[config.mk]
export PLATFORM = sky130hd
export DESIGN_NAME = instr_fetch_flat
export DESIGN_NICKNAME = d
export VERILOG_FILES = /design/src/rtl/instr_fetch_if.sv /design/src/rtl/instr_fetch.sv /design/src/flat_wrapper.sv
export SDC_FILE = /design/constraint.sdc
export NUM_CORES = 1
export LEC_CHECK = 0
export CAP_MARGIN = 25
export CELL_PAD_IN_SITES_DETAIL_PLACEMENT = 1
export CELL_PAD_IN_SITES_GLOBAL_PLACEMENT = 1
export CORE_ASPECT_RATIO = 2
export CORE_UTILIZATION = 39
export DETAILED_ROUTE_END_ITERATION = 7
export PLACE_DENSITY = 0.8
export SLEW_MARGIN = 30
export SYNTH_ARGS = -nofsm -noshare
export SYNTH_HDL_FRONTEND = slang
export SYNTH_SLANG_ARGS = --single-unit
[constraint.sdc]
create_clock -name clk -period 2.8 [get_ports clk]
set_input_delay 0.56 -clock clk [delete_from_list [all_inputs] [get_ports clk]]
set_output_delay 0.56 -clock clk [all_outputs]
set_load 0.05 [all_outputs]
[src/rtl/instr_fetch_if.sv]
// instr_fetch_if: fetch-unit bus bundle (imem read port, redirect input, decode handshake, halted flag)
interface instr_fetch_if;
  logic        imem_en;
  logic [31:0] imem_addr;
  logic [31:0] imem_rdata;
  logic        redirect_valid;
  logic [31:0] redirect_pc;
  logic        if_valid;
  logic        if_ready;
  logic [31:0] if_pc;
  logic [31:0] if_instr;
  logic        halted;
  modport master (
    output imem_en, imem_addr, if_valid, if_pc, if_instr, halted,
    input  imem_rdata, redirect_valid, redirect_pc, if_ready
  );
  modport slave (
    input  imem_en, imem_addr, if_valid, if_pc, if_instr, halted,
    output imem_rdata, redirect_valid, redirect_pc, if_ready
  );
endinterface

[src/rtl/instr_fetch.sv]
// instr_fetch: pc register feeding a 2-entry {pc, instr} queue to decode, with redirect flush.
// Ports: clk, rst_n (async active-low); bus.master carries the imem read port (imem_en,
// imem_addr word index, imem_rdata same-cycle), redirect_valid/redirect_pc, the decode
// handshake (if_valid/if_ready/if_pc/if_instr) and halted.
// Optional FETCH_HALT_EN: stop fetching after pushing jal x0,0 until the next redirect.
module instr_fetch #(
  parameter logic [31:0] RESET_PC = 32'h00000000
) (
  input logic        clk,
  input logic        rst_n,
  instr_fetch_if.master bus
);
  logic [31:0] pc, h_pc, h_in, t_pc, t_in;
  logic [1:0]  cnt, tail;
  logic        run, pop, push, unused;
`ifdef FETCH_HALT_EN
  typedef enum logic {RUN, HALT} state_t;
  state_t state;
  assign run        = state == RUN;
  assign bus.halted = state == HALT;
`else
  assign run        = 1'b1;
  assign bus.halted = 1'b0;
`endif
  assign pop          = bus.if_valid & bus.if_ready;
  assign push         = run & ((cnt < 2'd2) | pop) & ~bus.redirect_valid;
  // Slot the new word lands in once this cycle's pop has shifted the queue.
  assign tail         = cnt - {1'b0, pop};
  assign bus.imem_en   = push;
  assign bus.imem_addr = {2'b00, pc[31:2]};
  assign bus.if_valid  = cnt != 2'd0;
  assign bus.if_pc     = bus.if_valid ? h_pc : 32'd0;
  assign bus.if_instr  = bus.if_valid ? h_in : 32'd0;
  assign unused        = ^bus.redirect_pc[1:0];
  always_ff @(posedge clk or negedge rst_n)
    if (!rst_n) begin
      pc   <= RESET_PC;
      cnt  <= 2'd0;
      h_pc <= 32'd0;
      h_in <= 32'd0;
      t_pc <= 32'd0;
      t_in <= 32'd0;
`ifdef FETCH_HALT_EN
      state <= RUN;
`endif
    end else if (bus.redirect_valid) begin
      cnt <= 2'd0;
      pc  <= {bus.redirect_pc[31:2], 2'b00};
`ifdef FETCH_HALT_EN
      state <= RUN;
`endif
    end else begin
      if (pop) begin
        h_pc <= t_pc;
        h_in <= t_in;
      end
      if (push && tail == 2'd0) begin
        h_pc <= pc;
        h_in <= bus.imem_rdata;
      end
      if (push && tail == 2'd1) begin
        t_pc <= pc;
        t_in <= bus.imem_rdata;
      end
      if (push) pc <= pc + 32'd4;
      cnt <= cnt + {1'b0, push} - {1'b0, pop};
`ifdef FETCH_HALT_EN
      if (push && bus.imem_rdata == 32'h0000006f) state <= HALT;
`endif
    end
endmodule

[src/flat_wrapper.sv]
// flat-port wrapper written by rule: the top's interface ports become plain ports
module instr_fetch_flat 
#(
  parameter logic [31:0] RESET_PC = 32'h00000000
)
  (clk, rst_n, bus_imem_en, bus_imem_addr, bus_if_valid, bus_if_pc, bus_if_instr, bus_halted, bus_imem_rdata, bus_redirect_valid, bus_redirect_pc, bus_if_ready);
  instr_fetch_if bus_i ();
  input logic clk;
  input logic rst_n;
  output wire logic [$bits(bus_i.imem_en)-1:0] bus_imem_en;
  output wire logic [$bits(bus_i.imem_addr)-1:0] bus_imem_addr;
  output wire logic [$bits(bus_i.if_valid)-1:0] bus_if_valid;
  output wire logic [$bits(bus_i.if_pc)-1:0] bus_if_pc;
  output wire logic [$bits(bus_i.if_instr)-1:0] bus_if_instr;
  output wire logic [$bits(bus_i.halted)-1:0] bus_halted;
  input wire logic [$bits(bus_i.imem_rdata)-1:0] bus_imem_rdata;
  input wire logic [$bits(bus_i.redirect_valid)-1:0] bus_redirect_valid;
  input wire logic [$bits(bus_i.redirect_pc)-1:0] bus_redirect_pc;
  input wire logic [$bits(bus_i.if_ready)-1:0] bus_if_ready;
  assign bus_imem_en = bus_i.imem_en;
  assign bus_imem_addr = bus_i.imem_addr;
  assign bus_if_valid = bus_i.if_valid;
  assign bus_if_pc = bus_i.if_pc;
  assign bus_if_instr = bus_i.if_instr;
  assign bus_halted = bus_i.halted;
  assign bus_i.imem_rdata = bus_imem_rdata;
  assign bus_i.redirect_valid = bus_redirect_valid;
  assign bus_i.redirect_pc = bus_redirect_pc;
  assign bus_i.if_ready = bus_if_ready;
  instr_fetch #(.RESET_PC(RESET_PC)) u_core (.clk(clk), .rst_n(rst_n), .bus(bus_i));
endmodule
==> out/metrics.cfg <==
[logic_synthesis]
ys.flop_type=dfrtp_1
seq_area_frac_synth_pct=51.6
synthCells=718
ys_seq_elements=156
syn_avg_cell_area_um2=10.5
synth_edf_count=0
yosys_warnings=0
synthArstFlopShare_pct=100
synth_cell_type_count=40
synth.cell_area_um2=7570

[worst_setup_path]
cp_max_fo=23
r2r_cells=6
regToRegSetupSlack_ps=450
r2r-start=u_core.pc[2]
cp-startpoint=u_core.cnt[1]
crit_type=reg2out
r2r-end=u_core.pc[18]
worstSetupEndpointType=primary output
required_ps=2240
arrival_ps=2030
start_kind=flop

[sta]
final.period_utilization_pct=92.4
rsz0062_at_grt=false
tightest_slew_ps=643
setup_violations=0
hold_violations=0
max_freq_ghz=0.386
final.min_clock_period_ps=2590
fin_ws_ps=213
finalSetupTns_ps=0
finClkSkew_ps=12.2
drv_slew=0
slew_headroom_pct=57.1
holdWs_ps=140

[clock_tree]
cts.repair_timing.setup_buffer_count=0
cts_num_sinks=156
cts_resized=0
h-tree-depth=4
cts_tree=built
cts_buffers=17
clk_latency_ps=430
hold_buffers=0
cts_max_path_buffers=2
clk_pin_slew_worst_paths_ps=60
clock-root-buffer=clkbuf_16

[global_routing]
grt_pass1_wl_um=35800
grt_max_degree=103
overflow=0
antenna_found_initial=1
track_usage_pct=23.5
first_global_vias=6639

[floorplan]
ios=167
die_w_um=100
core_area_um2=18900
die_area_um2=20000
initial_utilization_pct=40.0
dieHeight_um=199
placementRows=71

[outcome]
status=complete, no violations

[drt]
drtPass1Iterations=4
antenna_left=0
num_vias=6030
wl_per_cell_um=19.3
wl_um=21900
drt_iter0_markers=101
drc=0
viasPerCell=5.30

[final_layout]
area_growth_pct=42.6
postLayoutCellArea_um2=10800
drive_gt1_share_pct=21.5
final_common_cell=dfrtp_1
layout_common_cells=dfrtp_1, nand2_1, clkdlybuf4s50_1
num-nets-final=939
final_util_pct=57.0

[placement]
postPlaceCellArea_um2=10100
dp_hpwl_um=15200
io_buffers=159
place_ws_ps=124
place_congestion=0.771

[pwr]
cellPowerDensity_nw_per_um2=1140
p_leak_nw=4.64
peakVddDrop_uv=408

[job]
max_cap_viol_count=0

[hold_path]
hold_path.class=in2async

[metrics by stage]
stage | power [mW] | instances
finish | 12.3 | 1137
global route | 12.9 | 1137
CTS | 12.4 | 1136
detailed placement | 9.79 | 1104
global placement | 9.55 | 1104
floorplan | 7.03 | 722
[worst max-delay path: stages, from the launching register on]
cell     delay [ps]
dfrtp_1         450
nor2_1          280
inv_2           270
buf_4           250
and2_1          200
buf_12          160
[flip-flops by register name, summed over array words and instances, names as in the netlist]
name and cells:
u_core.t_in 32, u_core.t_pc 30, u_core.pc 30, u_core.h_in 32
u_core.cnt 2, u_core.h_pc 30
[cell families after synthesis]
group / share of synthesized area (%)
adder cells (fa/ha/maj): 0.496
other: 0.0496
multiplexers: 17.6
flip-flops: 51.6
buffers and inverters: 3.70
AO/OA/AOI/OAI: 8.76
AND/OR/NAND/NOR: 16.5
XOR/XNOR: 1.39
[how the worst max path moves through the flow]
stage	to	slack, ps	depth (start not counted)
2_1_floorplan	u_core.pc[18]	390	6
3_3_place_gp	u_core.pc[22]	160	6
3_5_place_dp	u_core.pc[22]	120	6
4_1_cts	bus_if_instr[5]	190	5
5_1_grt	bus_if_instr[5]	140	5
6_report	bus_if_pc[6]	210	5
[layout make-up]
class                           instances  area, um^2
Timing Repair Buffer                  182        2450
Clock buffer                           22         464
Antenna cell                            1        2.50
Clock inverter                         10         188
Tap cell                              255         319
Sequential cell                       156        3900
Inverter                                8        30.0
Multi-Input combinational cell        503        3430
Fill cell                            1979        8130
[synth_stat cells (all sizes together), types with 4 or more instances]
cell type / number / share of area, %
dfrtp: 156 / 52
nand2: 96 / 4.8
o21ai: 78 / 5.2
and2: 63 / 5.2
mux2i: 63 / 8.3
mux2: 62 / 9.2
clkbuf: 33 / 1.6
buf: 22 / 1.7
nor2: 17 / 0.84
nand3: 11 / 0.73
or3: 11 / 0.91
a31oi: 10 / 0.83
nand4: 10 / 0.83
o31ai: 10 / 0.99
xnor2: 10 / 1.2
inv: 8 / 0.40
or4: 8 / 0.79
nor2b: 7 / 0.68
o311ai: 6 / 0.69
a22oi: 5 / 0.50
nor3: 5 / 0.33
nor4: 5 / 0.41
or2: 4 / 0.33
[layer usage]
metal | routed length [um] | part of all wire, % | vias up | track usage (%)
li1 | - | - | 2797 | -
met1 | 8240 | 38 | 3074 | 25.4
met2 | 12400 | 57 | 120 | 44.1
met3 | 465 | 2.1 | 39 | 2.92
met4 | 772 | 3.5 | 0 | 11.8
met5 | 0 | 0 | - | 0
[report_power, final]
| part | internal, mW | switching, mW | total (mW) | leakage (nW) |
|---|---|---|---|---|
| Sequential | 3.21 | 0.580 | 3.79 | 1.88 |
| Combinational | 2.75 | 3.18 | 5.93 | 2.46 |
| Clock | 1.63 | 0.937 | 2.57 | 0.311 |
| Total | 7.59 | 4.70 | 12.3 | 4.64 |
Note: power is estimated with default switching activity, not from simulation.
